### src/rtl/debounce_pkg.sv
// ============================================================================
//  Module   : debounce_pkg
//  Purpose  : Shared constants and elaboration helpers for the input
//             conditioning block (synchronizer chain + debounce counters).
//  Contents : MIN_SYNC_STAGES  - shortest chain accepted for metastability
//             cnt_width(n)     - debounce counter width, max(1, $clog2(n))
//             params_ok(s, n)  - parameter legality test used at elaboration
//  Revision : 1.0 - initial release
// ============================================================================
`default_nettype none

package debounce_pkg;

  localparam int MIN_SYNC_STAGES = 2;

  // Counter only ever holds 0..n-1, so $clog2(n) bits suffice; n=1 still
  // needs a one-bit register to keep the datapath legal.
  function automatic int cnt_width(input int n);
    int w;
    w = $clog2(n);
    return (w < 1) ? 1 : w;
  endfunction

  function automatic bit params_ok(input int sync_stages, input int debounce_cycles);
    return (sync_stages >= MIN_SYNC_STAGES) && (debounce_cycles >= 1);
  endfunction

endpackage

`default_nettype wire

### src/rtl/debounce_synchronizer_sync_chain.sv
// ============================================================================
//  Module   : sync_chain
//  Purpose  : WIDTH-bit multi-flop synchronizer; each bit is an independent
//             shift chain of STAGES flops, the last stage drives q.
//  Ports    : clk   - destination clock
//             reset - asynchronous active-low clear of every stage
//             d     - raw asynchronous inputs
//             q     - synchronized outputs (last stage)
//  Revision : 1.0 - initial release
// ============================================================================
`default_nettype none

module sync_chain
  import debounce_pkg::*;
#(
  parameter int WIDTH  = 4,
  parameter int STAGES = MIN_SYNC_STAGES
) (
  input  logic             clk,
  input  logic             reset,
  input  logic [WIDTH-1:0] d,
  output logic [WIDTH-1:0] q
);

  logic [WIDTH-1:0] stage [STAGES];

  always_ff @(posedge clk or negedge reset) begin
    if (!reset) begin
      for (int k = 0; k < STAGES; k++) begin
        stage[k] <= '0;
      end
    end else begin
      stage[0] <= d;
      for (int k = 1; k < STAGES; k++) begin
        stage[k] <= stage[k-1];
      end
    end
  end

  assign q = stage[STAGES-1];

endmodule

`default_nettype wire

### src/rtl/debounce_synchronizer.sv
// ============================================================================
//  Module   : debounce_synchronizer
//  Purpose  : Per-bit synchronizer + debounce for NUM_BITS asynchronous
//             inputs, with debounced level and single-cycle edge strobes.
//  Ports    : clk           - system clock, rising edge
//             reset         - asynchronous active-low clear of all state
//             async_input   - raw asynchronous inputs
//             sync_output   - synchronized, undebounced level
//             stable_output - debounced level
//             rise_pulse    - one-cycle strobe on stable 0->1
//             fall_pulse    - one-cycle strobe on stable 1->0
//             any_change    - registered OR of all rise/fall strobes
//  Revision : 1.0 - initial release
// ============================================================================
`default_nettype none

module debounce_synchronizer
  import debounce_pkg::*;
#(
  parameter int NUM_BITS        = 4,
  parameter int SYNC_STAGES     = 2,
  parameter int DEBOUNCE_CYCLES = 16
) (
  input  logic                clk,
  input  logic                reset,
  input  logic [NUM_BITS-1:0] async_input,
  output logic [NUM_BITS-1:0] sync_output,
  output logic [NUM_BITS-1:0] stable_output,
  output logic [NUM_BITS-1:0] rise_pulse,
  output logic [NUM_BITS-1:0] fall_pulse,
  output logic                any_change
);

  localparam int               CNT_W    = cnt_width(DEBOUNCE_CYCLES);
  localparam logic [CNT_W-1:0] CNT_LAST = CNT_W'(DEBOUNCE_CYCLES - 1);

  generate
    if (!params_ok(SYNC_STAGES, DEBOUNCE_CYCLES)) begin : g_bad_params
      $error("debounce_synchronizer: SYNC_STAGES must be >= 2 and DEBOUNCE_CYCLES >= 1");
    end
  endgenerate

  sync_chain #(
    .WIDTH  (NUM_BITS),
    .STAGES (SYNC_STAGES)
  ) u_sync_chain (
    .clk   (clk),
    .reset (reset),
    .d     (async_input),
    .q     (sync_output)
  );

  // accept[i] is the next-state "stable level flips this edge" term; both the
  // per-bit strobes and any_change are registered from it so they line up.
  logic [NUM_BITS-1:0] accept;

  generate
    for (genvar i = 0; i < NUM_BITS; i++) begin : g_chan
      logic [CNT_W-1:0] cnt;
      logic             stable_q;
      logic             rise_q;
      logic             fall_q;

      assign accept[i] = (sync_output[i] != stable_q) && (cnt == CNT_LAST);

      always_ff @(posedge clk or negedge reset) begin
        if (!reset) begin
          cnt      <= '0;
          stable_q <= 1'b0;
          rise_q   <= 1'b0;
          fall_q   <= 1'b0;
        end else begin
          rise_q <= 1'b0;
          fall_q <= 1'b0;
          if (sync_output[i] == stable_q) begin
            // Any sample agreeing with the accepted level restarts the run.
            cnt <= '0;
          end else if (cnt == CNT_LAST) begin
            cnt      <= '0;
            stable_q <= sync_output[i];
            rise_q   <= sync_output[i];
            fall_q   <= ~sync_output[i];
          end else begin
            cnt <= cnt + 1'b1;
          end
        end
      end

      assign stable_output[i] = stable_q;
      assign rise_pulse[i]    = rise_q;
      assign fall_pulse[i]    = fall_q;
    end
  endgenerate

  always_ff @(posedge clk or negedge reset) begin
    if (!reset) begin
      any_change <= 1'b0;
    end else begin
      any_change <= |accept;
    end
  end

endmodule

`default_nettype wire

### config.mk
export PLATFORM = sky130hd
export DESIGN_NAME = debounce_synchronizer
export DESIGN_NICKNAME = d
export VERILOG_FILES = /design/src/rtl/debounce_pkg.sv /design/src/rtl/debounce_synchronizer_sync_chain.sv /design/src/rtl/debounce_synchronizer.sv
export SDC_FILE = /design/constraint.sdc
export NUM_CORES = 1
export LEC_CHECK = 0
export CAP_MARGIN = 20
export CORE_AREA = 2 2 74 76
export CTS_CLUSTER_DIAMETER = 80
export CTS_CLUSTER_SIZE = 40
export DETAILED_ROUTE_END_ITERATION = 12
export DIE_AREA = 0 0 76 78
export SETUP_SLACK_MARGIN = 0.2
export SLEW_MARGIN = 20
export SYNTH_ARGS = -nofsm -noshare
export SYNTH_HDL_FRONTEND = slang
export SYNTH_SLANG_ARGS = --single-unit
### constraint.sdc
create_clock -name clk -period 1.3 [get_ports clk]
set_input_delay 0.39 -clock clk [delete_from_list [all_inputs] [get_ports clk]]
set_output_delay 0.39 -clock clk [all_outputs]
set_load 0.02 [all_outputs]
## Word level (Yosys, flattened, before mapping)

Index checks and enable logic that the tools add are counted.

- Add/sub/neg operators: 4
- Shift-type cells: 0
- Multipliers: 0
- Reductions and logical operators: 9
- Bitwise logic cells: 8
- Mux-type cells: 24
- Eq/ne operators: 12
- Divide/modulo/power cells: 0
- Magnitude comparators: 0

Operator list:

| kind | count |
|---|---|
| $mux 4 | 8 |
| $add 4x1->4 const B | 4 |
| $eq 4x4->1 const B | 4 |
| $mux 1 | 16 |
| $not 1->1 | 8 |
| $reduce_and 2->1 | 4 |
| $eq 1x1->1 | 4 |
| $logic_and 1x1->1 | 4 |
| $ne 1x1->1 | 4 |
| $reduce_or 4->1 | 1 |

- Latch bits: 0
- Flip-flop bits (word level): 37
- Output and inout port bits: 17
- Bits in read-only memories: 0
- Memories kept: 0
- Logic and storage cells: 76
- Memory bits (writable): 0
- Bits of input ports: 6

## Logic depth before layout (Yosys ltp)

- Word-level depth: 3
- Depth in mapped cells: 4
- Mapped depth without buffers: 4

## Modules after synthesis

From an unflattened synthesis, not the netlist that was laid out.

- Cells, all modules: 113
- Area, all modules: 1527.7 µm²

By module, submodules not included:

| module | area each (µm²) | sequential area each (µm²) | cells each | instances |
|---|---|---|---|---|
| debounce_synchronizer | 1297.5 | 725.7 | 101 | 1 |
| sync_chain | 230.2 | 200.2 | 12 | 1 |

## Least setup slack after synthesis

No wires, ideal clock.

- Kind: reg-to-reg
- Start point: reg g_chan[2].cnt[0]
- End point: reg g_chan[2].stable_q
- Required time: 1.175 ns
- Setup time: 0.125 ns
- Buffers on the path: 0
- Cell stages (with the launch flop): 4
- Clock period less this slack: 1.225 ns
- Setup slack: 0.075 ns
- Arrival time: 1.101 ns
- Path through: dfrtp_1 -> ha_1 -> nand3_1 -> mux2_2

- Cells in the longest elaborated chain, start to end: 2

Ends and longest elaborated chain:

| what | line | text |
|---|---|---|
| from (decl) | debounce_synchronizer.sv:59 | `logic [CNT_W-1:0] cnt;` |
| from (signal assigned) | debounce_synchronizer.sv:84 | `cnt <= cnt + 1'b1;` |
| $eq 4x4->1 | debounce_synchronizer.sv:78 | `end else if (cnt == CNT_LAST) begin` |
| $reduce_and 2->1 (no line) | n/a |  |
| to (signal assigned) | debounce_synchronizer.sv:80 | `stable_q <= sync_output[i];` |
| to (decl) | debounce_synchronizer.sv:60 | `logic stable_q;` |

Every way passes these cells.
A chain may end at the register's enable or synchronous reset.

## Final worst setup path

- Start point: reg u_sync_chain.stage (netlist bit u_sync_chain.q[0])
- End point: out sync_output[0]

RTL lines:

| what | line | text |
|---|---|---|
| from (decl) | debounce_synchronizer_sync_chain.sv:25 | `logic [WIDTH-1:0] stage [STAGES];` |
| from (signal, indexed assignment) | debounce_synchronizer_sync_chain.sv:35 | `stage[k] <= stage[k-1];` |
| to (decl) | debounce_synchronizer.sv:27 | `output logic [NUM_BITS-1:0] sync_output,` |

No word-level cell between the ends.

==> metrics.md <==
| Metric | Value |
|---|---|
| Final Instance Area | 2260 µm² |
| # DRC | 0 |
| Max stage delay on crit path | 0.40 ns |
| FF-to-FF setup slack | 0.12 ns |
| Max stage delay cell, worst path | dfrtp_1 |
| Status | complete, no violations |
| Drt wl/cell | 12.0 µm |
| Xor-xnor portion of the synthesized cell area | 5.16% |
| Crit path launch type | register |
| Die W | 76 µm |
| Fin. Hold Viols | 0 |
| First-pass detailed-route iteration total | 4 |
| Crit share post-route | 92.9% |
| Layout area overhead | 50.4% |
| Total Wirelength | 2740 µm |
| Share of layout cells above drive strength 1 | 48.1% |
| CP top delay family | flip-flops |
| Seq cells post-synth | 37 |
| Levels on crit path | 1 |
| Vias in the first global route | 1009 |
| Yosys warns | 0 |
| Post-synthesis mux area share | 3.00% |
| Fmax | 828 MHz |
| Critical path arrival | 0.82 ns |
| MaxCap Viol Count | 0 |
| Hold buffer count at cts | 0 |
| Largest net degree at the start of global routing | 38 |
| Antenna cells | 0 |
| Final WS setup | 0.0919 ns |
| Peak VDD IR | 0.000691 V |
| RSZ-0062 raised after global routing | yes |
| Seq/Total Area, Yosys | 61.6% |
| Clk sinks | 37 |
| Element type at the critical path end | output pin |
| CP startpoint | u_sync_chain.q[0] |
| CTS tree | done |
| Worst-path clk slew | 0.07 ns |
| DP HPWL | 1740 µm |
| Root Buffer | clkbuf_8 |
| Pleak | 0.993 nW |
| Synthesized netlist net count | 126 |
| Placement Cell Area | 1860 µm² |
| Dpl cells | 204 |
| Longest Clk Path Bufs | 2 |
| Final Critical Period | 1.21 ns |
| Final Total Pwr | 2.28 mW |
| Critical path buffers and inverters | 1 |
| Htree depth | 2 |
| Initial DRC count | 65 |
| Worst EP required | 0.91 ns |
| Layout Cells excl Fill | 228 |
| End of the critical path | sync_output[0] |
| DRT antenna net count | 0 |
| First-pass GRT wire length | 4570 µm |
| Crit Path Category | register to output pin |
| IO buf count | 22 |
| Nets | 168 |
| Setup violators final | 0 |
| Finished Core Util | 44.8% |
| Crit path max fanout | 2 |
| All-Layer GR Usage | 9.97% |
| RePlAce Congestion | 0.722 |
| Slew headroom | 86.3% |
| Worst min path class | input port to async pin |
| Initial Util | 29.8% |
| Unique masters post-synth | 18 |
| Clk Latency, worst-skew pair | 0.28 ns |
| Largest family of logic cells by synthesized area | simple AND/OR/NAND/NOR gates |
| Synthesized cell area | 1500 µm² |
| Antenna violations before repair | 0 |
| DIE AREA | 5930 µm² |
| Worst slew pin tran | 0.205 ns |
| DIE HEIGHT | 78 µm |
| Num CTS Buffers | 5 |
| Worst R2R Start | g_chan[0].stable_q |
| Vias/cell | 4.31 |
| DP Worst Slack | -0.0268 ns |
| Syn Inst Count | 116 |
| Critical path, cell by cell | buf_6 |
| Pwr/cell area | 1010 nW/µm² |
| Final Slew Violations | 0 |
| Mean Syn Cell Area | 13.0 µm² |
| Rows | 26 |
| R2R Path End | any_change |
| Worst Clk Skew | 0.00547 ns |
| I/O pin count | 23 |
| Core outline area | 5040 µm² |
| Via count | 982 |
| Simple-gate portion of the synthesized area | 13.1% |
| Reg2reg path depth | 4 |
| Synth Area in Compound Gates | 4.83% |
| Grt ovf | 0 |
| Synth Area in Adders | 3.33% |
## worst min path at each step
stage / endpoint / slack (ns) / cells past startpoint
6_report: g_chan[0].cnt[1] / 0.07 / 2
2_1_floorplan: any_change / 0.09 / 0
3_5_place_dp: u_sync_chain.q[0] / 0.34 / 0
3_3_place_gp: u_sync_chain.q[1] / 0.33 / 0
4_1_cts: g_chan[2].cnt[2] / 0.06 / 2
5_1_grt: g_chan[0].cnt[1] / 0.06 / 2
## placed cells by master, fill, tap and decap left out, drive strengths merged, types with 2 or more instances in the layout
master and instances:
a21oi 8, and2b 3, buf 47, clkbuf 7, clkdlybuf4s50 4, dfrtp 37, ha 4, inv 4
mux2 4, nand3 4, nand4b 4, nor2 4, nor3b 12, o21ai 4, o22ai 2, xnor2 8
## report_power, final
part	total [mW]	leakage, nW	switching (mW)	internal [mW]
sequential	1.24	0.488	0.0446	1.19
clock	0.779	0.0443	0.359	0.420
combinational	0.258	0.460	0.108	0.150
## area by class of cell
type                    instances  area (µm²)
clock buffers                   7        86.3
multi-input cells              59         644
inverters                       4        15.0
fillers                       460        2780
flip-flops and latches         37         926
repair buffers                 51         500
well taps                      70        87.6
## state kept, by name, summed over array words and instances, names as in the netlist
name                cells
any_change              1
g_chan.fall_q           4
g_chan.cnt             16
u_sync_chain.stage      4
g_chan.stable_q         4
g_chan.rise_q           4
u_sync_chain.q          4
## through the flow
step | hold WS [ns] | TNS [ns]
floorplan | 0.0944 | 0
global placement | 0.333 | -0.127
detailed placement | 0.337 | -0.157
CTS | 0.0637 | 0
global route | 0.0588 | 0
finish | 0.0652 | 0
## cell usage after synthesis (all sizes together)
cell type | number | area (µm²)
ha | 4 | 50.1
and2b | 3 | 23.8
a21oi | 8 | 40.0
inv | 4 | 15.0
nand3 | 4 | 20.0
o22ai | 2 | 12.5
nand4b | 4 | 35.0
nor2 | 4 | 15.0
xnor2 | 8 | 77.6
buf | 16 | 120
or2 | 1 | 6.26
dfrtp | 37 | 926
nor2b | 1 | 6.26
mux2 | 4 | 45.0
o21ai | 4 | 20.0
nor3b | 12 | 90.1
## routing by layer
layer / GRT usage [%] / vias to the layer above / part of all wire [%]
met5: 0 / - / 0
met4: 3.82 / 0 / 0.44
met3: 4.19 / 2 / 4.1
met2: 18.5 / 22 / 58
met1: 9.93 / 493 / 38
li1: - / 465 / -
## timing repair
action,4_1_cts,5_1_grt
setup endpoints to repair,27,33
pin swaps,7,5
buffers inserted,16,1
cloned,0,0
gates resized for setup,117,12
## cell families (layout without fill, tap and decap cells)
| kind of cell | Yosys count | count (layout) |
|---|---|---|
| multiplexers | 4 | 4 |
| XOR/XNOR | 8 | 8 |
| adder cells (fa/ha/maj) | 4 | 4 |
| AND/OR/NAND/NOR | 29 | 29 |
| buffers and inverters | 20 | 62 |
| flip-flops | 37 | 37 |
| AO/OA/AOI/OAI | 14 | 14 |
Power figures use the tool's default switching activity.
